===== config.mk =====
export PLATFORM = sky130hd
export DESIGN_NAME = l2t_arbiter
export DESIGN_NICKNAME = d
export VERILOG_FILES = /design/src/rtl/l2t_arb_pkg.sv /design/src/rtl/l2t_arbiter_rr_grant.sv /design/src/rtl/l2t_arbiter.sv
export SDC_FILE = /design/constraint.sdc
export NUM_CORES = 1
export LEC_CHECK = 0
export CAP_MARGIN = 0
export CORE_AREA = 2 2 139 141
export CTS_CLUSTER_DIAMETER = 30
export DETAILED_ROUTE_END_ITERATION = 8
export DIE_AREA = 0 0 141 143
export GPL_TIMING_DRIVEN = 0
export PLACE_DENSITY = 0.73
export SETUP_SLACK_MARGIN = 0.15
export SKIP_LAST_GASP = 1
export SLEW_MARGIN = 15
export SYNTH_ARGS = -nofsm -noshare
export SYNTH_HDL_FRONTEND = slang
export SYNTH_HIERARCHICAL = 1
export SYNTH_SLANG_ARGS = --single-unit

===== constraint.sdc =====
create_clock -name clk -period 6.58 [get_ports clk]
set_input_delay 1.645 -clock clk [delete_from_list [all_inputs] [get_ports clk]]
set_output_delay 1.645 -clock clk [all_outputs]
set_load 0.02 [all_outputs]

===== src/rtl/l2t_arb_pkg.sv =====
// Shared widths and the message record used by the Logic->TX arbiter.
// The ARB_STATS_EN macro in l2t_arbiter enables the grant/stall statistics counters.
package l2t_arb_pkg;

    localparam int TYPE_W = 8;
    localparam int DATA_W = 32;
    localparam int TS_W   = 32;

    typedef struct packed {
        logic [TYPE_W-1:0] msg_type;
        logic [DATA_W-1:0] data;
    } l2t_msg_t;

endpackage


===== src/rtl/l2t_arbiter_rr_grant.sv =====
// Combinational round-robin pick: rotate by ptr, take the lowest set bit, rotate back.
// ptr is always below N, so the unrotated index never needs a general modulo.
module rr_grant #(
    parameter int N     = 4,
    parameter int IDX_W = (N > 1) ? $clog2(N) : 1
) (
    input  logic [N-1:0]     req,
    input  logic [IDX_W-1:0] ptr,
    output logic [N-1:0]     grant,
    output logic [IDX_W-1:0] idx
);

    logic [2*N-1:0] dbl;
    logic [N-1:0]   rot;
    logic           found;
    int             pos;

    always_comb begin
        dbl   = {req, req};
        rot   = N'(dbl >> ptr);
        grant = '0;
        idx   = '0;
        found = 1'b0;
        pos   = 0;
        for (int i = 0; i < N; i++) begin
            if (!found && rot[i]) begin
                found = 1'b1;
                pos   = int'(ptr) + i;
                if (pos >= N) pos = pos - N;
            end
        end
        if (found) begin
            grant[pos] = 1'b1;
            idx        = IDX_W'(pos);
        end
    end

endmodule


===== src/rtl/l2t_arbiter.sv =====
// Round-robin arbiter feeding one registered output slot into the Logic->TX stage.
// Define ARB_STATS_EN to enable per-requester grant and stall counters (otherwise tied to 0).
module l2t_arbiter
    import l2t_arb_pkg::*;
#(
    parameter int NUM_REQ = 4,
    parameter int SRC_W   = (NUM_REQ > 1) ? $clog2(NUM_REQ) : 1,
    parameter int STAT_W  = 16
) (
    input  logic                        clk,
    input  logic                        rst,
    input  logic [TS_W-1:0]             cycle_cnt,
    input  logic [NUM_REQ-1:0]          req_valid,
    input  logic [NUM_REQ*TYPE_W-1:0]   req_type,
    input  logic [NUM_REQ*DATA_W-1:0]   req_data,
    output logic [NUM_REQ-1:0]          req_ready,
    output logic                        out_valid,
    output logic [TYPE_W-1:0]           out_type,
    output logic [DATA_W-1:0]           out_data,
    output logic [SRC_W-1:0]            out_src,
    output logic [TS_W-1:0]             out_t_grant,
    input  logic                        out_ready,
    output logic [NUM_REQ*STAT_W-1:0]   stat_grants,
    output logic [STAT_W-1:0]           stat_stall
);

    // Handshake: a requester's message transfers on a posedge where req_valid[i] && req_ready[i];
    // the slot transfers downstream on a posedge where out_valid && out_ready. Both sides
    // hold valid and payload stable until accepted.
    l2t_msg_t             msgs [NUM_REQ];
    logic [SRC_W-1:0]     rr_ptr;
    logic [NUM_REQ-1:0]   grant;
    logic [SRC_W-1:0]     grant_idx;
    logic                 load_en;

    for (genvar g = 0; g < NUM_REQ; g++) begin : g_unpack
        assign msgs[g].msg_type = req_type[g*TYPE_W +: TYPE_W];
        assign msgs[g].data     = req_data[g*DATA_W +: DATA_W];
    end

    rr_grant #(.N(NUM_REQ), .IDX_W(SRC_W)) u_rr_grant (
        .req   (req_valid),
        .ptr   (rr_ptr),
        .grant (grant),
        .idx   (grant_idx)
    );

    assign load_en   = (!out_valid || out_ready) && (|req_valid);
    assign req_ready = grant & {NUM_REQ{load_en && !rst}};

    always_ff @(posedge clk) begin
        if (rst) begin
            out_valid   <= 1'b0;
            out_type    <= '0;
            out_data    <= '0;
            out_src     <= '0;
            out_t_grant <= '0;
            rr_ptr      <= '0;
        end else if (load_en) begin
            out_valid   <= 1'b1;
            out_type    <= msgs[grant_idx].msg_type;
            out_data    <= msgs[grant_idx].data;
            out_src     <= grant_idx;
            out_t_grant <= cycle_cnt;
            rr_ptr      <= (grant_idx == SRC_W'(NUM_REQ - 1)) ? '0 : grant_idx + SRC_W'(1);
        end else if (out_valid && out_ready) begin
            out_valid <= 1'b0;
        end
    end

`ifdef ARB_STATS_EN
    logic [STAT_W-1:0] grant_cnt [NUM_REQ];
    logic [STAT_W-1:0] stall_cnt;

    // Counters stick at all-ones until the next reset.
    always_ff @(posedge clk) begin
        if (rst) begin
            for (int i = 0; i < NUM_REQ; i++) grant_cnt[i] <= '0;
            stall_cnt <= '0;
        end else begin
            for (int i = 0; i < NUM_REQ; i++) begin
                if (req_ready[i] && (grant_cnt[i] != '1))
                    grant_cnt[i] <= grant_cnt[i] + STAT_W'(1);
            end
            if (out_valid && !out_ready && (stall_cnt != '1))
                stall_cnt <= stall_cnt + STAT_W'(1);
        end
    end

    for (genvar g = 0; g < NUM_REQ; g++) begin : g_stat
        assign stat_grants[g*STAT_W +: STAT_W] = grant_cnt[g];
    end
    assign stat_stall = stall_cnt;
`else
    assign stat_grants = '0;
    assign stat_stall  = '0;
`endif

endmodule


== Word-level counts from Yosys, hierarchy flattened ==
Index checks and enable logic that the tools add are counted.
Word-level totals
  flip-flop bits (word level): 77
  input bits: 199
  logic and storage cells: 62
  output and inout port bits: 159
Cells by class
  mux-type cells: 22
  magnitude comparators: 7
  bitwise gates (word level): 2
  eq/ne operators: 1
  $add $sub $neg: 8
  shift-type cells: 1
  reduce and logical (&&, ||, !) cells: 15
Operator list (number)
  32-bit 2-to-1 mux: 8
  32-bit by 4-bit greater-or-equal comparator with 1-bit output, second input constant: 3
  32-bit by 4-bit subtractor with 32-bit output, second input constant: 3
  40-bit binary-select mux with 2-bit select: 1
  40-bit 2-to-1 mux: 2
  32-bit by 1-bit greater-or-equal comparator with 1-bit output, second input constant: 1
  32-bit by 4-bit less-than comparator with 1-bit output, second input constant: 1
  8-bit by 2-bit right shift with 4-bit output: 1
  1-bit logical AND: 7
  1-bit 2-to-1 mux: 7
  2-bit by 2-bit adder with 3-bit output, second input constant: 2
  1-bit zero test: 5
  4-bit AND: 1
  2-bit 2-to-1 mux: 2
  4-bit 2-to-1 mux: 1
  4-bit OR reduction: 1
  2-bit by 3-bit subtractor with 4-bit output, second input constant: 1
  2-bit by 1-bit adder with 3-bit output, second input constant: 1
  2-bit by 3-bit greater-or-equal comparator with 1-bit output, second input constant: 1
  3-bit greater-or-equal comparator, second input constant: 1
  2-bit inverter with 3-bit output: 1
  2-bit by 1-bit adder with 2-bit output, second input constant: 1
  1-bit demux with 2-bit select: 1
  2-bit equality test, second input constant: 1
  other kinds (2): 2

== Longest topological paths before layout ==
  word-level depth: 17
  depth in mapped cells: 11
  mapped depth without buffers: 8

== Cells and area by module ==
The synthesis kept the hierarchy.
By module, submodules not included
  l2t_arbiter: instances 1, cells each 488, sequential area each 1541.5 µm², area an instance 4613.2 µm²
  rr_grant: instances 1, cells each 62, sequential area each 0.0 µm², area an instance 435.4 µm²

== Worst setup path before layout ==
No wires, ideal clock.
  path kind: input port to output port
  start point: input port req_valid[3]
  end point: output port req_ready[1]
  data required time: 4935 ps
  cell stages on the path: 7
  setup slack: 1911 ps
  buffers on the path: 1
  arrival: 3024 ps
  cells stage by stage: clkbuf_1 nor2b_1 mux4_2 a32oi_1 nand3_1 nor2_1 and2_1
On the way
  longest elaborated chain between the ends: 17
  elaborated cells between the ends (all ways): 25
  classes of those cells: order compare (2); shift (1); mux (11); bitwise (1); reduce/logical (10)
Ends and longest elaborated chain
  start, declared: line l2t_arbiter.sv:13  | input logic [NUM_REQ-1:0] req_valid,
  8-bit by 2-bit right shift with 4-bit output (*): line l2t_arbiter_rr_grant.sv:20  | rot = N'(dbl >> ptr);
  1-bit 2-to-1 mux: line l2t_arbiter_rr_grant.sv:26  | if (!found && rot[i]) begin
  1-bit zero test: line l2t_arbiter_rr_grant.sv:26
  1-bit logical AND: line l2t_arbiter_rr_grant.sv:26
  1-bit 2-to-1 mux: line l2t_arbiter_rr_grant.sv:26
  1-bit zero test: line l2t_arbiter_rr_grant.sv:26
  1-bit logical AND: line l2t_arbiter_rr_grant.sv:26
  1-bit 2-to-1 mux: line l2t_arbiter_rr_grant.sv:26
  [... 2 more ...]
  32-bit 2-to-1 mux: line l2t_arbiter_rr_grant.sv:26
  32-bit by 1-bit greater-or-equal comparator with 1-bit output (implied by the code) or 32-bit by 4-bit less-than comparator with 1-bit output (tied branches): line l2t_arbiter_rr_grant.sv:33  | grant[pos] = 1'b1;
  1-bit logical AND (implied by the code): line l2t_arbiter_rr_grant.sv:33
  1-bit 2-to-1 mux (implied by the code): line l2t_arbiter_rr_grant.sv:33
  1-bit demux with 2-bit select
  4-bit 2-to-1 mux (*): line l2t_arbiter_rr_grant.sv:32  | if (found) begin
  named net grant[1]: line l2t_arbiter.sv:32  | logic [NUM_REQ-1:0] grant;
  4-bit AND (*): line l2t_arbiter.sv:49  | assign req_ready = grant & {NUM_REQ{load_en && !rst}};
  end, declared: line l2t_arbiter.sv:16  | output logic [NUM_REQ-1:0] req_ready,
Mark *: on every way through the listed nets, which the timed path passes. The rest lies on a longest branch.

== Worst setup path after layout ==
  start point: input port req_valid[0]
  end point: output port req_ready[1]
The elaborated chain is that of the path after synthesis.

==> metrics.md <==
| Metric | Value |
|---|---|
| Status | finished, final reports clean |
| Worst Clk Skew | 0.005166 ns |
| Leading cell type in the layout, fill and taps excluded | clkdlybuf4s50_1 |
| Most frequent cells in the layout | clkdlybuf4s50_1, buf_4, a21oi_1, conb_1, o21ai_0 |
| Kind of critical path | in2out |
| Die width | 141 microns |
| Slew headroom | 46.01% |
| Max cap viols | 0 |
| Final core occ | 47.08% |
| Fillers | 1,764 |
| Final Hold Fails | 0 |
| Antenna Cells | 0 |
| Fmax | 165.6 MHz |
| Pwr Density | approximately 240 nW/um^2 |
| WL/cell | ~17 microns |
| Overall Global Routing Usage | a little under a fifth |
| Worst path required time | 4.93 ns |
| Leakage power | 3.546 nW |
| Hpwl dp | about 15,000 microns |
| Critical path peak fanout | 10 |
| H-tree depth | 3 |
| # DRC | 0 |
| Switching share of power | between 30% and 40% |
| Crit path capture type | output pin |
| Synth top area share | a little under a third |
| I/O Pins | 358 |
| Clock-pin slew on the worst setup and hold paths | 0.06 ns |
| Chip height | about 140 microns |
| GPL Wtd Cong | 0.8154 |
| Row count | 50 |
| Prevailing post-synth register cell | dfxtp_1 |
| Area grow syn2layout | 73.28% |
| Clock buffer depth | 2 |
| Netlist Area Pre-Place | 5049 sq um |
| Vias per std cell | 4.620 |
| VDD IR max | about 130 uV |
| Post-synthesis sequential area ratio | 30.53% |
| Clock sink total | 77 |
| Iteration-0 DRC count of the detailed router | 181 |
| Final std cells w/o fill | 1,155 |
| DRT Pass-1 Iters | 4 |
| Fin Setup TNS | 0 ns |
| Yosys reg bits | 77 |
| Clock power frac | 28.1% |
| Core ar. | between 15,000 and 20,000 sq um |
| Nets | ~1.1k |
| Post-CTS Hold Fix Bufs | 0 |
| Asr flop ratio synth | 0% |
| Routed via count | 5,336 |
| Power share of the combinational group | 44.6% |
| Worst-Margin Slew | between 0.8 and 0.9 ns |
| Final Slew Violations | 0 |
| Net Sw Power | 692.7 uW |
| Reg power frac | 27.3% |
| Post-synth EDFFs | 0 |
| Share of cells above drive strength 1 | 19.54% |
| DRT antenna net count | 0 |
| Syn avg cell area | 9.179 sq um |
| First-pass GRT wire length | 28,400 microns |
| Netlist cell types | 44 |
| Overall power | between 2 and 2.5 mW |
| Yosys top cell by area | dfxtp_1 |
| Worst Path Arrival | between 4 and 5 ns |
| Crit path launch type | primary input |
| Fin crit share | between 90% and 100% |
| Int Power | 1.407 mW |
| Initial antenna violation count | 0 |
| Final min period | ~6 ns |
| Vias in the first global route | 5,140 |
| Num CTS Buffers | 9 |
| Worst hold path type | reg2reg |
| Final setup fails | 0 |
| Synth warnings | 6 |
| Post_cts resized | 0 |
| Die area | 20,160 sq um |
| RSZ-0062 raised after global routing | false |
| Top area cells in the synthesized netlist | dfxtp_1, mux4_2, buf_4 |
| Congestion Overflow GR | 0 |
| Buffers on Ports | approximately 280 |
| Root buf cell | clkbuf_16 |
| DRT Wirelength | 19,280 microns |
| Placed cells | ~1.1k |
| Initial Utilization | 27.17% |
| CTS tree | yes |
| Post-synthesis cell count | 550 |
| Clk Latency, worst-skew pair | 0.35 ns |
| Post-CTS setup buffers | 0 |
| Largest net degree at the start of global routing | 15 |
==> power groups by stage <==
stage / combinational (mW) / sequential (mW) / clock, mW
after floorplan: 0.496 / 0.656 / 0
after global placement: 0.933 / 0.581 / 0
after detailed placement: 0.941 / 0.583 / 0
after CTS: 0.943 / 0.573 / 0.600
after global routing: 1.00 / 0.581 / 0.618
final: 0.936 / 0.573 / 0.590
==> cells in the mapped netlist, types with 3 or more instances <==
cell type  count
a21oi_1       80
and2_1         4
buf_1          7
buf_2         11
buf_4         85
buf_6          8
clkbuf_1      23
clkbuf_2       3
dfxtp_1       77
ha_1           6
inv_1          3
mux4_2        41
nand2b_1       5
nand3_1       67
nand3_2       10
nor2_1         6
nor2b_1        6
o21ai_0       78
==> path summary, 6_finish.rpt <==
| path | start | slack, ns | end | depth (start not counted) |
|---|---|---|---|---|
| setup / recovery | req_valid[0] | 0.54 | req_ready[1] | 10 |
| hold / removal | out_data[7] | 0.47 | out_data[7] | 2 |
| setup reg to reg | rr_ptr[1] | 3.54 | out_data[7] | 11 |
| hold reg to reg | out_data[7] | 0.47 | out_data[7] | 2 |
==> layout make-up <==
class                      count  area, sq um  area share, %
clock inverter                 7        122.6          1.402
multi-input combinational    411         2878          32.89
buffer                       137        910.9          10.41
timing repair buffer         276         2763          31.58
sequential                    77         1541          17.62
inverter                       4        15.01         0.1716
tap                          234        292.8          3.347
clock buffer                   9        225.2          2.574
==> critical path, stage by stage <==
cell	delay [ns]
clkdlybuf4s50_1	0.55
buf_2	0.25
nor4bb_1	0.37
nor3b_1	0.33
or3_1	0.18
a32o_2	0.16
inv_2	0.07
nor2_1	0.09
and2_1	0.13
clkdlybuf4s50_1	0.62
==> sequential cells by signal (all words and copies together) (netlist names) <==
signal and cells:
rr_ptr 2, out_t_grant 32, out_data 32, out_src 2
out_valid 1, out_type 8
==> logic make-up after synthesis <==
family,count (synthesis),share of synthesized area [%]
buf+inv,141,18.34
mux,42,18.49
fa+ha+maj,6,1.487
other cells,1,0.07428
flops,77,30.53
simple gates,115,13.68
compound gates,168,17.40
==> per-stage QoR <==
stage | hold slack [ns] | cell area, sq um | setup slack, ns
2_1_floorplan | 0.5415 | 5345 | 1.911
3_3_place_gp | 0.4592 | 8401 | 0.6246
3_5_place_dp | 0.4660 | 8401 | 0.5645
4_1_cts | 0.4746 | 8748 | 0.5480
5_1_grt | 0.4935 | 8748 | 0.2960
6_report | 0.4717 | 8748 | 0.5405
==> metal layers <==
metal  part of all wire (%)  vias to the layer above  global-route usage [%]
met3                    7.7                       23                   5.265
met4                    1.7                        0                   5.211
met1                     39                     2510                   21.54
met5                      0                        -                       0
li1                       -                     2581                       -
met2                     52                      222                   32.66
Note: power is estimated with default switching activity, not from simulation.
